**src/rtl/adc_parallel_ctrl_if.sv**
```systemverilog
// Parallel ADC bus interface: chip select, read/write select, bidirectional data
// (split into input, drive value and drive enable), reset and data-ready.
//   master : controller side (drives cs_n, r_n_w, o_rest_n, adc_data_o/oe)
//   slave  : ADC side (drives drdy_n, adc_data_i)
interface adc_parallel_ctrl_if #(
  parameter int unsigned DATA_W = 16
);
  logic              drdy_n;
  logic [DATA_W-1:0] adc_data_i;
  logic [DATA_W-1:0] adc_data_o;
  logic              adc_data_oe;
  logic              cs_n;
  logic              r_n_w;
  logic              o_rest_n;

  modport master (
    input  drdy_n,
    input  adc_data_i,
    output adc_data_o,
    output adc_data_oe,
    output cs_n,
    output r_n_w,
    output o_rest_n
  );

  modport slave (
    output drdy_n,
    output adc_data_i,
    input  adc_data_o,
    input  adc_data_oe,
    input  cs_n,
    input  r_n_w,
    input  o_rest_n
  );
endinterface

```
**src/rtl/adc_parallel_ctrl.sv**
```systemverilog
// Parallel ADC controller. On command it pulses the ADC reset, writes NUM_REGS
// address/value pairs from cfg_table over the parallel bus, waits to settle and
// then captures one sample per drdy_n falling edge into a single-entry output
// register with a ready/valid handshake and a sticky overflow flag.
// Ports:
//   mclk, i_rest_n  : clock, asynchronous active-low reset
//   command         : run request level; dropping it aborts back to idle
//   cfg_table       : pair k at [(2k+2)*DATA_W-1 : 2k*DATA_W], address in upper half
//   adc             : ADC bus (master modport)
//   dout/dout_valid/dout_ready : captured sample stream
//   overflow        : sticky, set when a sample arrives while dout is held
//   busy, cfg_done  : status (not idle / configured and running)
module adc_parallel_ctrl #(
  parameter int unsigned DATA_W       = 16,
  parameter int unsigned NUM_REGS     = 2,
  parameter int unsigned CS_LOW_CYC   = 8,
  parameter int unsigned CS_HIGH_CYC  = 8,
  parameter int unsigned RST_LOW_CYC  = 2,
  parameter int unsigned RST_HIGH_CYC = 3,
  parameter int unsigned SETTLE_CYC   = 6
) (
  input  logic                         mclk,
  input  logic                         i_rest_n,
  input  logic                         command,
  input  logic [NUM_REGS*2*DATA_W-1:0] cfg_table,
  adc_parallel_ctrl_if.master          adc,
  output logic [DATA_W-1:0]            dout,
  output logic                         dout_valid,
  input  logic                         dout_ready,
  output logic                         overflow,
  output logic                         busy,
  output logic                         cfg_done
);

  localparam int unsigned NumWords = 2 * NUM_REGS;
  localparam int unsigned IdxW     = (NumWords > 1) ? $clog2(NumWords) : 1;
  localparam int unsigned CntW     = 16;

  typedef enum logic [2:0] {
    StIdle,
    StRstLo,
    StRstHi,
    StWrAssert,
    StWrGap,
    StSettle,
    StRun
  } state_e;

  state_e            state_q, state_d;
  logic [CntW-1:0]   cnt_q, cnt_d;
  logic [IdxW-1:0]   idx_q, idx_d;
  logic [2:0]        sync_q, sync_d;
  logic              cs_n_q, cs_n_d;
  logic              r_n_w_q, r_n_w_d;
  logic              o_rest_n_q, o_rest_n_d;
  logic              oe_q, oe_d;
  logic [DATA_W-1:0] data_o_q, data_o_d;
  logic [DATA_W-1:0] dout_q, dout_d;
  logic              dout_valid_q, dout_valid_d;
  logic              overflow_q, overflow_d;
  logic              busy_q, busy_d;
  logic              cfg_done_q, cfg_done_d;

  logic              cyc_last;
  logic              drdy_fall;
  logic              capture;
  logic [DATA_W-1:0] words [NumWords];

  // Word 2k is the address (upper half of pair k), word 2k+1 its value.
  for (genvar p = 0; p < NUM_REGS; p++) begin : g_words
    assign words[2*p]   = cfg_table[(2*p+1)*DATA_W +: DATA_W];
    assign words[2*p+1] = cfg_table[(2*p)*DATA_W +: DATA_W];
  end

  // Last cycle of the current timed state.
  always_comb begin
    cyc_last = 1'b0;
    unique case (state_q)
      StRstLo:    cyc_last = (cnt_q == CntW'(RST_LOW_CYC - 1));
      StRstHi:    cyc_last = (cnt_q == CntW'(RST_HIGH_CYC - 1));
      StWrAssert: cyc_last = (cnt_q == CntW'(CS_LOW_CYC - 1));
      StWrGap:    cyc_last = (cnt_q == CntW'(CS_HIGH_CYC - 1));
      StSettle:   cyc_last = (cnt_q == CntW'(SETTLE_CYC - 1));
      default:    cyc_last = 1'b0;
    endcase
  end

  // Next-state logic.
  always_comb begin
    state_d = state_q;
    cnt_d   = cnt_q + CntW'(1);
    idx_d   = idx_q;
    unique case (state_q)
      StIdle: begin
        cnt_d = '0;
        if (command) state_d = StRstLo;
      end
      StRstLo:    if (cyc_last) state_d = StRstHi;
      StRstHi:    if (cyc_last) state_d = StWrAssert;
      StWrAssert: if (cyc_last) state_d = StWrGap;
      StWrGap: begin
        if (cyc_last) begin
          if (idx_q == IdxW'(NumWords - 1)) begin
            state_d = StSettle;
          end else begin
            state_d = StWrAssert;
            idx_d   = idx_q + IdxW'(1);
          end
        end
      end
      StSettle: if (cyc_last) state_d = StRun;
      StRun:    cnt_d = '0;  // untimed; hold the counter rather than let it wrap
      default:  state_d = StIdle;
    endcase

    // Abort from anywhere once the run request is withdrawn.
    if (state_q != StIdle && !command) state_d = StIdle;

    // The word index survives only the assert/gap alternation of the write phase.
    if (state_d != state_q) begin
      cnt_d = '0;
      if (state_d != StWrAssert && state_d != StWrGap) idx_d = '0;
    end
  end

  // Outputs are decoded from the next state so the registered copies line up
  // with the state register.
  always_comb begin
    cs_n_d     = 1'b1;
    r_n_w_d    = 1'b1;
    o_rest_n_d = 1'b1;
    oe_d       = 1'b0;
    data_o_d   = '0;
    busy_d     = (state_d != StIdle);
    cfg_done_d = 1'b0;
    unique case (state_d)
      StRstLo: o_rest_n_d = 1'b0;
      StWrAssert: begin
        cs_n_d   = 1'b0;
        oe_d     = 1'b1;
        data_o_d = words[idx_d];
      end
      StRun: begin
        cs_n_d     = 1'b0;
        r_n_w_d    = 1'b0;
        cfg_done_d = 1'b1;
      end
      default: ;
    endcase
  end

  // drdy_n synchroniser: sync_q[0] stage 1, [1] stage 2, [2] previous stage 2.
  assign sync_d    = {sync_q[1:0], adc.drdy_n};
  assign drdy_fall = sync_q[2] & ~sync_q[1];
  assign capture   = drdy_fall && (state_q == StRun);

  // Single-entry sample buffer with sticky overflow.
  always_comb begin
    dout_d       = dout_q;
    dout_valid_d = dout_valid_q;
    overflow_d   = overflow_q;
    if (capture) begin
      if (!dout_valid_q || dout_ready) begin
        dout_d       = adc.adc_data_i;
        dout_valid_d = 1'b1;
      end else begin
        overflow_d = 1'b1;
      end
    end else if (dout_valid_q && dout_ready) begin
      dout_valid_d = 1'b0;
    end
    if (state_q == StIdle && state_d == StRstLo) overflow_d = 1'b0;
  end

  always_ff @(posedge mclk or negedge i_rest_n) begin
    if (!i_rest_n) begin
      state_q      <= StIdle;
      cnt_q        <= '0;
      idx_q        <= '0;
      sync_q       <= 3'b111;
      cs_n_q       <= 1'b1;
      r_n_w_q      <= 1'b1;
      o_rest_n_q   <= 1'b1;
      oe_q         <= 1'b0;
      data_o_q     <= '0;
      dout_q       <= '0;
      dout_valid_q <= 1'b0;
      overflow_q   <= 1'b0;
      busy_q       <= 1'b0;
      cfg_done_q   <= 1'b0;
    end else begin
      state_q      <= state_d;
      cnt_q        <= cnt_d;
      idx_q        <= idx_d;
      sync_q       <= sync_d;
      cs_n_q       <= cs_n_d;
      r_n_w_q      <= r_n_w_d;
      o_rest_n_q   <= o_rest_n_d;
      oe_q         <= oe_d;
      data_o_q     <= data_o_d;
      dout_q       <= dout_d;
      dout_valid_q <= dout_valid_d;
      overflow_q   <= overflow_d;
      busy_q       <= busy_d;
      cfg_done_q   <= cfg_done_d;
    end
  end

  assign adc.cs_n        = cs_n_q;
  assign adc.r_n_w       = r_n_w_q;
  assign adc.o_rest_n    = o_rest_n_q;
  assign adc.adc_data_oe = oe_q;
  assign adc.adc_data_o  = data_o_q;
  assign dout            = dout_q;
  assign dout_valid      = dout_valid_q;
  assign overflow        = overflow_q;
  assign busy            = busy_q;
  assign cfg_done        = cfg_done_q;

endmodule

```
**src/flat_wrapper.sv**
```systemverilog
// flat-port wrapper written by rule: the top's interface ports become plain ports
module adc_parallel_ctrl_flat 
#(
  parameter int unsigned DATA_W       = 16,
  parameter int unsigned NUM_REGS     = 2,
  parameter int unsigned CS_LOW_CYC   = 8,
  parameter int unsigned CS_HIGH_CYC  = 8,
  parameter int unsigned RST_LOW_CYC  = 2,
  parameter int unsigned RST_HIGH_CYC = 3,
  parameter int unsigned SETTLE_CYC   = 6
)
  (mclk, i_rest_n, command, cfg_table, dout, dout_valid, dout_ready, overflow, busy, cfg_done, adc_drdy_n, adc_adc_data_i, adc_adc_data_o, adc_adc_data_oe, adc_cs_n, adc_r_n_w, adc_o_rest_n);
  adc_parallel_ctrl_if #(.DATA_W(DATA_W)) adc_i ();
  input  logic mclk;
  input  logic i_rest_n;
  input  logic command;
  input  logic [NUM_REGS*2*DATA_W-1:0] cfg_table;
  output logic [DATA_W-1:0] dout;
  output logic dout_valid;
  input  logic dout_ready;
  output logic overflow;
  output logic busy;
  output logic cfg_done;
  input wire logic [$bits(adc_i.drdy_n)-1:0] adc_drdy_n;
  input wire logic [$bits(adc_i.adc_data_i)-1:0] adc_adc_data_i;
  output wire logic [$bits(adc_i.adc_data_o)-1:0] adc_adc_data_o;
  output wire logic [$bits(adc_i.adc_data_oe)-1:0] adc_adc_data_oe;
  output wire logic [$bits(adc_i.cs_n)-1:0] adc_cs_n;
  output wire logic [$bits(adc_i.r_n_w)-1:0] adc_r_n_w;
  output wire logic [$bits(adc_i.o_rest_n)-1:0] adc_o_rest_n;
  assign adc_i.drdy_n = adc_drdy_n;
  assign adc_i.adc_data_i = adc_adc_data_i;
  assign adc_adc_data_o = adc_i.adc_data_o;
  assign adc_adc_data_oe = adc_i.adc_data_oe;
  assign adc_cs_n = adc_i.cs_n;
  assign adc_r_n_w = adc_i.r_n_w;
  assign adc_o_rest_n = adc_i.o_rest_n;
  adc_parallel_ctrl #(.DATA_W(DATA_W), .NUM_REGS(NUM_REGS), .CS_LOW_CYC(CS_LOW_CYC), .CS_HIGH_CYC(CS_HIGH_CYC), .RST_LOW_CYC(RST_LOW_CYC), .RST_HIGH_CYC(RST_HIGH_CYC), .SETTLE_CYC(SETTLE_CYC)) u_core (.mclk(mclk), .i_rest_n(i_rest_n), .command(command), .cfg_table(cfg_table), .adc(adc_i), .dout(dout), .dout_valid(dout_valid), .dout_ready(dout_ready), .overflow(overflow), .busy(busy), .cfg_done(cfg_done));
endmodule
```
**config.mk**
```make
export PLATFORM = sky130hd
export DESIGN_NAME = adc_parallel_ctrl_flat
export DESIGN_NICKNAME = d
export VERILOG_FILES = /design/src/rtl/adc_parallel_ctrl_if.sv /design/src/rtl/adc_parallel_ctrl.sv /design/src/flat_wrapper.sv
export SDC_FILE = /design/constraint.sdc
export NUM_CORES = 1
export LEC_CHECK = 0
export ABC_AREA = 1
export CORE_AREA = 2 2 88 90
export DETAILED_ROUTE_END_ITERATION = 8
export DIE_AREA = 0 0 90 92
export PLACE_DENSITY = 0.92
export SLEW_MARGIN = 20
export SYNTH_ARGS = -nofsm -noshare
export SYNTH_HDL_FRONTEND = slang
export SYNTH_SLANG_ARGS = --single-unit
```
**constraint.sdc**
```tcl
create_clock -name mclk -period 3.5 [get_ports mclk]
set_input_delay 0.525 -clock mclk [delete_from_list [all_inputs] [get_ports mclk]]
set_output_delay 0.525 -clock mclk [all_outputs]
set_load 0.05 [all_outputs]
```
# Word level (Yosys, flattened, before mapping)
# Cells that the tools add are included.
# word_totals
inputBits,85
ramBits,0
memories,0
romBits,0
reg_bits,64
latch_bits,0
# op_classes
n_mul,0
div,0
shifts,0
add_sub_neg,2
n_lt_le_gt_ge,1
eq_ne,19
n_mux,32
n_bitwise,3
n_reduce_logical,19
# op_table
op,n
$mux 16,5
$bmux 16 s2,1
$eq 16x3->1 const B,2
$mux 3,8
$pmux 3 s7,1
$add 16x1->16 const B,1
$eq 16x1->1 const B,1
$eq 16x2->1 const B,1
$eq 3x3->1 const B,4
$mux 1,11
$mux 2,5
$eq 3x2->1 const B,3
$eq 3x1->1 const B,2
$reduce_and 2->1,3
$reduce_bool 3->1,2
$reduce_or 2->1,3
$logic_and 1x1->1,5
$ne 2x2->1 const B,2
$pmux 1 s4,1
$reduce_bool 2->1,2
$ge 3x3->1 const B,1
$logic_not 3->1,1
$ne 3x2->1 const B,1
$ne 3x3->1,1
other kinds (8),9

# Logic depth before layout (Yosys ltp)
# Gate-level depths: netlist of the first run.
# logic_depth
word_depth,15
mapped_depth,22
ltp_nobuf,21

# Worst setup path before layout of the first run
# No wires, ideal clock.
# synth_timing
path_kind,register to register
from,register u_core.state_q[0]
to,register u_core.data_o_q[10] (netlist: u_core.adc.adc_data_o[10])
path_slack_ps,1249
t_arrival_ps,2114
required_ps,3364
path_stages_with_launch,22
setup_ps,136
cell_sequence,dfrtp_1 inv_2 nand3_2 nand2_1 inv_2 nand3_1 nand2_2 nor2_4 nand2_1 nand2_1 inv_1 nand2_2 nand2_2 nand2_1 nand2_1 nor2_4 nand2_4 nand2_8 buf_4 nand3b_1 nand3_1 a21oi_1
# synth_via
elab_chain_len,15
elab_cells_between_ends,33
# synth_rtl
element,line,rtl
from (decl),adc_parallel_ctrl.sv:49,"state_e state_q, state_d;"
from (signal assigned),adc_parallel_ctrl.sv:177,state_q <= StIdle;
from (signal assigned),adc_parallel_ctrl.sv:192,state_q <= state_d;
$eq 3x2->1 / $eq 3x3->1 (equally long branches),"adc_parallel_ctrl.sv:78, adc_parallel_ctrl.sv:93",
$reduce_or 2->1 (no line),--,
$pmux 1 s4,adc_parallel_ctrl.sv:78,unique case (state_q)
"$mux 3, on equally long branches",--,
$pmux 3 s7,adc_parallel_ctrl.sv:93,unique case (state_q)
$mux 3,adc_parallel_ctrl.sv:117,if (state_q != StIdle && !command) state_d = StIdle;
$ne 3x2->1 / $ne 3x3->1 (equally long branches),adc_parallel_ctrl.sv:122,if (state_d != StWrAssert && state_d != StWrGap) idx_d = '0;
$logic_and 1x1->1,adc_parallel_ctrl.sv:122,
$mux 2,adc_parallel_ctrl.sv:122,
$mux 2,adc_parallel_ctrl.sv:120,if (state_d != state_q) begin
$not 2->3 (not written as such),adc_parallel_ctrl.sv:141,data_o_d = words[idx_d];
$bmux 16 s2,adc_parallel_ctrl.sv:141,
$mux 16 (not written as such) (2 in a row),adc_parallel_ctrl.sv:141,
$mux 16 (*),adc_parallel_ctrl.sv:136,unique case (state_d)
named net u_core.data_o_d[10],adc_parallel_ctrl.sv:57,"logic [DATA_W-1:0] data_o_q, data_o_d;"
to (signal assigned),adc_parallel_ctrl.sv:200,data_o_q <= data_o_d;
to (decl),adc_parallel_ctrl.sv:57,
# The timed path passes the listed nets; every way through them passes the cells marked *. The select of a mux whose other input is x is not followed.
# A chain may end at the register's enable or synchronous reset.

# Worst setup path after layout of the first run
# layout_timing
from,register u_core.state_q[1]
to,register u_core.data_o_q[13] (netlist: u_core.adc.adc_data_o[13])
# The elaborated chain is that of the path after synthesis.

==> results of run 1 <==
## registers in the layout, indices dropped and copies added, names as in the netlist
register	cells
u_core.adc.adc_data_o	16
u_core.cnt_q	16
u_core.dout	16
u_core.state_q	3
u_core.sync_q	3
u_core.idx_q	2
u_core.adc.adc_data_oe	1
u_core.adc.cs_n	1
u_core.adc.o_rest_n	1
u_core.adc.r_n_w	1
u_core.busy	1
u_core.cfg_done	1
u_core.dout_valid	1
u_core.overflow	1
## layout make-up
type | count | area [um^2] | area share [%]
multi-input combinational | 269 | 1590 | 31.6
inverter | 64 | 240 | 4.78
clock buffer | 13 | 159 | 3.16
clock inverter | 3 | 17.5 | 0.349
timing repair buffer | 130 | 1280 | 25.6
tap | 102 | 128 | 2.54
sequential | 64 | 1610 | 32.0
## worst max-delay path: stages (launching register included)
cell,delay [ps]
dfrtp_1,500
inv_2,140
nand3_2,170
nand3_2,140
nand2_2,100
nand2_1,60
nor2_2,110
nand2_2,100
a21oi_1,190
nand2_2,90
nand2_2,100
nand2_1,70
nor2_2,140
nor2_4,70
nand2_8,190
nand2_4,180
nand2_1,130
nand3_1,80
a21oi_1,180
## per-stage QoR
stage	area (um^2)	hold WS, ps	std cells	util [%]
finish	5020	191	645	67.4
detailed placement	4840	347	629	65.0
global route	5020	234	645	67.4
global placement	4840	348	629	65.0
CTS	5020	357	645	67.4
floorplan	3530	229	412	-
## worst max-delay path by stage
stage,start,slack (ps),to,cells past startpoint
after floorplan,u_core.state_q[0],1250,u_core.adc.adc_data_o[10],21
after global placement,u_core.state_q[1],790,u_core.adc.adc_data_o[1],21
after detailed placement,u_core.state_q[1],730,u_core.adc.adc_data_o[1],21
after CTS,u_core.state_q[1],710,u_core.adc.adc_data_o[13],21
after global routing,u_core.state_q[1],310,u_core.adc.adc_data_o[13],18
final,u_core.state_q[1],660,u_core.adc.adc_data_o[13],18
## logic make-up after synthesis
family | synth area share, %
simple gates | 30.7
buf+inv | 9.40
flops | 45.6
compound gates | 6.28
mux | 5.11
xor+xnor | 2.48
fa+ha+maj | 0.355
## layer usage
layer / routed length [um] / track usage (%) / vias up
li1: - / - / 1583
met1: 3540 / 26.2 / 1520
met2: 4330 / 39.7 / 173
met3: 799 / 6.16 / 14
met4: 176 / 9.49 / 0
met5: 0 / 0 / -
## synth_stat cells, types with 2 or more instances
library cell / number / area share [%]
clkbuf_1: 8 / 0.85
xor2_1: 6 / 1.5
xnor2_1: 4 / 0.99
o2111ai_1: 12 / 3.0
nand4_1: 3 / 0.53
nor3b_1: 2 / 0.43
buf_4: 3 / 0.64
nand3_2: 5 / 1.4
inv_1: 58 / 6.2
nand3b_1: 16 / 3.4
nor2_1: 36 / 3.8
a21oi_1: 19 / 2.7
nor3_1: 8 / 1.1
or2_2: 12 / 2.1
mux2_2: 16 / 5.1
nand3_1: 42 / 6.0
nand2_1: 60 / 6.4
dfrtp_1: 58 / 41
nor2_2: 4 / 0.71
buf_6: 3 / 0.96
nor2_4: 3 / 0.96
dfstp_2: 6 / 4.5
nand2_2: 11 / 2.0
inv_2: 6 / 0.64
nand2_4: 3 / 0.96
## power by group through the flow
stage / sequential (mW) / combinational (mW) / clock (mW)
CTS: 0.891 / 1.33 / 0.581
detailed placement: 0.904 / 1.33 / 0
global route: 0.901 / 1.45 / 0.614
floorplan: 1.12 / 0.771 / 0
finish: 0.891 / 1.33 / 0.568
global placement: 0.900 / 1.30 / 0
## layout by cell type (no fill, tap or decap), types with 2 or more instances in the layout
master,synthesis,routed
nand2_2,11,11
nor2_1,36,36
nand3_2,5,5
clkdlybuf4s50_1,0,123
xor2_1,6,6
nor2_2,4,4
nand3b_1,16,16
nand2_4,3,3
mux2_2,16,16
or2_2,12,12
a21oi_1,19,19
nand3_1,42,42
buf_4,3,7
clkbuf_1,8,2
nor2_4,3,3
dfstp_2,6,6
nor3b_1,2,2
nand4_1,3,3
xnor2_1,4,4
inv_1,58,58
nand2_1,60,60
inv_2,6,6
nor3_1,8,8
clkbuf_8,0,11
o2111ai_1,12,12
clkinv_2,0,2
dfrtp_1,58,58
==> results.txt, run 1 <==
status -> finished clean
mean area per synthesized cell -> 8.56 um^2
root buf cell -> clkbuf_8
clock sink count -> 64
Post-CTS Setup Inserts -> 0
clk_lat worst skew -> 340 ps
Final setup viols -> 0
ys flop type -> dfrtp_1
Post-CTS Resized -> 0
total of max-cap violations -> 0
initial core utilization -> 47.3%
Critical Path Sink Type -> flip-flop
Rows -> 32
Routed wire per std cell -> 13.7 um
Tmin final -> 2840 ps
Place WS -> 729 ps
fraction of registers with async set/reset -> 100%
Mapped Cells -> 412
Switch Pwr -> 1.23 mW
share of cells above drive strength 1 -> 16.4%
Max FO, Critical Path -> 34
Hold-fix buffers, CTS -> 0
Worst Path Required -> 3760 ps
sequential-to-total area share from yosys stat -> 45.6%
Fillers -> 577
Clock H-tree levels -> 3
setup tns final -> 0 ps
r2r startpoint -> u_core.state_q[1]
fin crit share -> 81.0%
Internal Power -> 1.56 mW
die area -> 0.00828 mm^2
Num CTS Buffers -> 9
Max Freq -> 353 MHz
sequential share of power -> 31.9%
Synth Cell Area -> 0.00353 mm^2
P_leak -> 2.43 nW
skew final -> 7.55 ps
final hold violation count -> 0
#FFs+latches synth -> 64
global route overflow -> 0
combinational power share -> 47.7%
HPWL after DPL -> 6730 um
Slew HR -> 53.6%
Least-Margin Pin Slew -> 695 ps
Area growth syn-to-layout -> 42.4%
Routability Congestion -> 0.923
DR pass1 iterations -> 5
CTS tree -> yes
Core Area -> 0.00745 mm^2
warnings from Yosys -> 0
unrepaired setup endpoints after global routing -> no
vias in the first global route -> 3,285
EDFF count, synth -> 0
Die X -> 90 um
final net count -> 624
r2r worst-path depth -> 18
vias per std cell -> 5.10
Sw Share -> 44.0%
Die Span Y -> 92 um
pin count of the biggest net entering global routing -> 49
reg2reg end -> u_core.adc.adc_data_o[13]
ant diodes -> 0
crit path launch type -> flip-flop
IO buf count -> 124
PwrDens -> 556 mW/mm^2
I/O pins -> 125
first-pass GRT wire length -> 15,000 um
clock buffer depth -> 2
VDD IR max -> 0.365 mV
DR vias -> 3,290
post-synthesis cell type count -> 33
1st-iter DRT viols -> 219
# DRC -> 0
Worst EP arrival -> 3090 ps
R2R setup slack -> 660 ps
initial antenna violation count -> 0
total power -> 2.79 mW
Worst Hold Class -> in -> async
Antenna Nets Post-Route -> 0
fin worst setup slack -> 664 ps
crit path kind -> reg -> reg
GRT Total Usage -> 22.6%
fin. max-slew vios -> 0
clock power share -> 20.4%
Post-Syn Nets -> 498
CTS clk-pin slew, worst paths -> 70 ps
Total Routed Length -> 8840 um
(Power assumes the default switching activity.)
==> run 2, diff against run 1 <==
--- a/config.mk
+++ b/config.mk
@@ -6,10 +6,10 @@
 export NUM_CORES = 1
 export LEC_CHECK = 0
 export ABC_AREA = 1
-export CORE_AREA = 2 2 88 90
+export CORE_AREA = 2 2 92 94
 export DETAILED_ROUTE_END_ITERATION = 8
-export DIE_AREA = 0 0 90 92
-export PLACE_DENSITY = 0.92
+export DIE_AREA = 0 0 94 96
+export PLACE_DENSITY = 0.86
 export SLEW_MARGIN = 20
 export SYNTH_ARGS = -nofsm -noshare
 export SYNTH_HDL_FRONTEND = slang
==> constraint.sdc (replaced) <==
create_clock -name mclk -period 2.8 [get_ports mclk]
set_input_delay 0.42 -clock mclk [delete_from_list [all_inputs] [get_ports mclk]]
set_output_delay 0.42 -clock mclk [all_outputs]
set_load 0.05 [all_outputs]
==> run 2 against run 1 <==
Global-route usage fell by 2.6 points. Clock power up 39%. Cell area increased by 3.8%. Cell count up 2.9%. Sequential share of layout area decreased by 1.1 points. Power increased by 39%. Combinational power rose by 49%.
==> results.txt, run 2 (synthesized netlist as in run 1, its figures left out) <==
Antenna Nets Post-Route -> 0 (unchanged)
clk_lat worst skew -> 340 ps (about the same)
Critical Path Sink Type -> flip-flop
1st-iter DRT viols -> 170 (-22%)
ant diodes -> 0 (unchanged)
Num CTS Buffers -> 9 (unchanged)
R2R setup slack -> 100 ps (-560 ps)
P_leak -> 2.51 nW (+3.0%)
commonest cells after routing, fill and taps aside -> clkdlybuf4s50_1, nand2_1, inv_1, dfrtp_1, nand3_1
HPWL after DPL -> 6730 um (about the same)
Internal Power -> 2.19 mW (+40%)
GRT Total Usage -> 20.0% (-2.6 points)
Least-Margin Pin Slew -> 791 ps (+96.1 ps)
Switch Pwr -> 1.69 mW (+38%)
r2r worst-path depth -> 21 (+3)
initial antenna violation count -> 0 (unchanged)
crit path kind -> reg -> reg
I/O pins -> 125 (unchanged)
skew final -> 6.85 ps (-0.692 ps)
placed cells -> 634 (+0.79%)
die area -> 0.00902 mm^2 (+9.0%)
Hold-fix buffers, CTS -> 0 (unchanged)
clock sink count -> 64 (unchanged)
vias per std cell -> 5.00 (-1.9%)
fin. max-slew vios -> 0 (unchanged)
clock buffer depth -> 2 (unchanged)
reg2reg end -> u_core.adc.adc_data_o[2]
Max FO, Critical Path -> 21 (-38%)
Sw Share -> 43.5% (-0.49 points)
r2r startpoint -> u_core.state_q[0]
initial core utilization -> 43.8% (-3.6 points)
sequential share of power -> 28.6% (-3.3 points)
Worst EP arrival -> 2960 ps (-130 ps)
global route overflow -> 0 (unchanged)
vias in the first global route -> 3,176 (-3.3%)
status -> finished clean
share of cells above drive strength 1 -> 19.9% (+3.5 points)
unrepaired setup endpoints after global routing -> yes
VDD IR max -> 0.635 mV (+74%)
total of max-cap violations -> 0 (unchanged)
Worst Path Required -> 3060 ps (-700 ps)
crit path launch type -> flip-flop
clock power share -> 20.3% (about the same)
DR vias -> 3,323 (+1.0%)
final instance count without filler cells -> 664 (+2.9%)
most common cell after layout, fill and taps aside -> clkdlybuf4s50_1
Core Area -> 0.00805 mm^2 (+8.1%)
fin crit share -> 96.4% (+15 points)
CTS clk-pin slew, worst paths -> 70 ps (about the same)
DR pass1 iterations -> 4 (-1)
pin count of the biggest net entering global routing -> 65 (+33%)
Die Span Y -> 96 um (+4.3%)
Worst Hold Class -> in -> async
IO buf count -> 124 (unchanged)
combinational power share -> 51.1% (+3.4 points)
Slew HR -> 47.3% (-6.3 points)
Tmin final -> 2700 ps (-138 ps)
Rows -> 33 (+3.1%)
# DRC -> 0 (unchanged)
Final setup viols -> 0 (unchanged)
Final Hold Slack -> 243 ps (+51.6 ps)
Die X -> 94 um (+4.4%)
first-pass GRT wire length -> 14,000 um (-6.3%)
PwrDens -> 745 mW/mm^2 (+34%)
Routed wire per std cell -> 13.8 um (+0.60%)
Clock H-tree levels -> 3 (unchanged)
final hold violation count -> 0 (unchanged)
CTS tree -> yes
Total Routed Length -> 9160 um (+3.6%)
final net count -> 640 (+2.6%)
root buf cell -> clkbuf_8
Max Freq -> 371 MHz (+5.1%)
Area growth syn-to-layout -> 47.8%
Routability Congestion -> 0.968 (+4.9%)
## run 2: final cells by class
cell class | count | area (um^2)
multi-input combinational | 270 | 1630
sequential | 64 | 1610
timing repair buffer | 145 | 1400
tap | 105 | 131
clock buffer | 11 | 141
fill | 639 | 2840
inverter | 64 | 245
clock inverter | 5 | 56.3
## run 2: worst max-delay path by stage
stage,cells past startpoint,from,slack [ps],to
global placement,19,u_core.state_q[0],180,u_core.adc.adc_data_o[15]
floorplan,21,u_core.state_q[0],550,u_core.adc.adc_data_o[10]
detailed placement,21,u_core.state_q[1],80,u_core.adc.adc_data_o[2]
global route,21,u_core.cnt_q[12],-60,u_core.adc.adc_data_o[2]
finish,21,u_core.state_q[0],100,u_core.adc.adc_data_o[2]
CTS,21,u_core.state_q[0],60,u_core.adc.adc_data_o[2]
## run 2: per-stage QoR
| stage | TNS, ps | instance area, um^2 | setup WS, ps | util, % | power [mW] |
|---|---|---|---|---|---|
| 6_report | 0 | 5210 | 102 | 64.7 | 3.88 |
| 5_1_grt | -425 | 5210 | -57.9 | 64.7 | 4.10 |
| 4_1_cts | 0 | 5060 | 59.7 | 62.8 | 3.66 |
| 3_5_place_dp | 0 | 4860 | 79.7 | 60.4 | 2.86 |
| 3_3_place_gp | 0 | 4860 | 182 | 60.4 | 2.82 |
| 2_1_floorplan | 0 | 3530 | 549 | - | 2.37 |
## run 2: worst max-delay path, stage by stage (launching register included)
cell	delay, ps
dfrtp_2	460
inv_4	120
nand3_2	120
nand2_1	90
nand2_1	50
nor2_1	140
nand2_2	100
nor2_4	150
nand2_1	70
nand2_1	60
inv_1	50
nand2_2	80
nand2_2	70
nand2_1	80
nand2_1	90
nor2_4	150
nand2_4	100
nand2_8	150
nand2_8	120
nand2_1	120
nand3_1	80
a21oi_1	160
## run 2: layer usage
metal	wire [um]	GRT usage, %	part of all wire (%)
met5	0	0	0
met4	167	7.85	1.8
met1	3570	23.2	39
met2	4610	34.8	50
met3	813	6.26	8.9
## run 2: power groups by stage
stage / logic (mW) / clock network (mW) / registers (mW)
final: 1.98 / 0.787 / 1.11
after floorplan: 0.964 / 0 / 1.40
after global routing: 2.12 / 0.853 / 1.12
after detailed placement: 1.73 / 0 / 1.13
after CTS: 1.74 / 0.805 / 1.11
after global placement: 1.70 / 0 / 1.12
## run 2: repair_timing
| action | CTS | global route |
|---|---|---|
| buffers inserted | 0 | 13 |
| endpoints found under the setup margin | 0 | 16 |
| resized for setup | 0 | 11 |
==> run 3, diff against run 2 <==
--- a/config.mk
+++ b/config.mk
@@ -10,7 +10,7 @@
 export DETAILED_ROUTE_END_ITERATION = 8
 export DIE_AREA = 0 0 94 96
 export PLACE_DENSITY = 0.86
-export SLEW_MARGIN = 20
+export SLEW_MARGIN = 5
 export SYNTH_ARGS = -nofsm -noshare
 export SYNTH_HDL_FRONTEND = slang
 export SYNTH_SLANG_ARGS = --single-unit
==> results of run 3 <==
No change in the layout: final DEF, timing and power equal those of run 2.
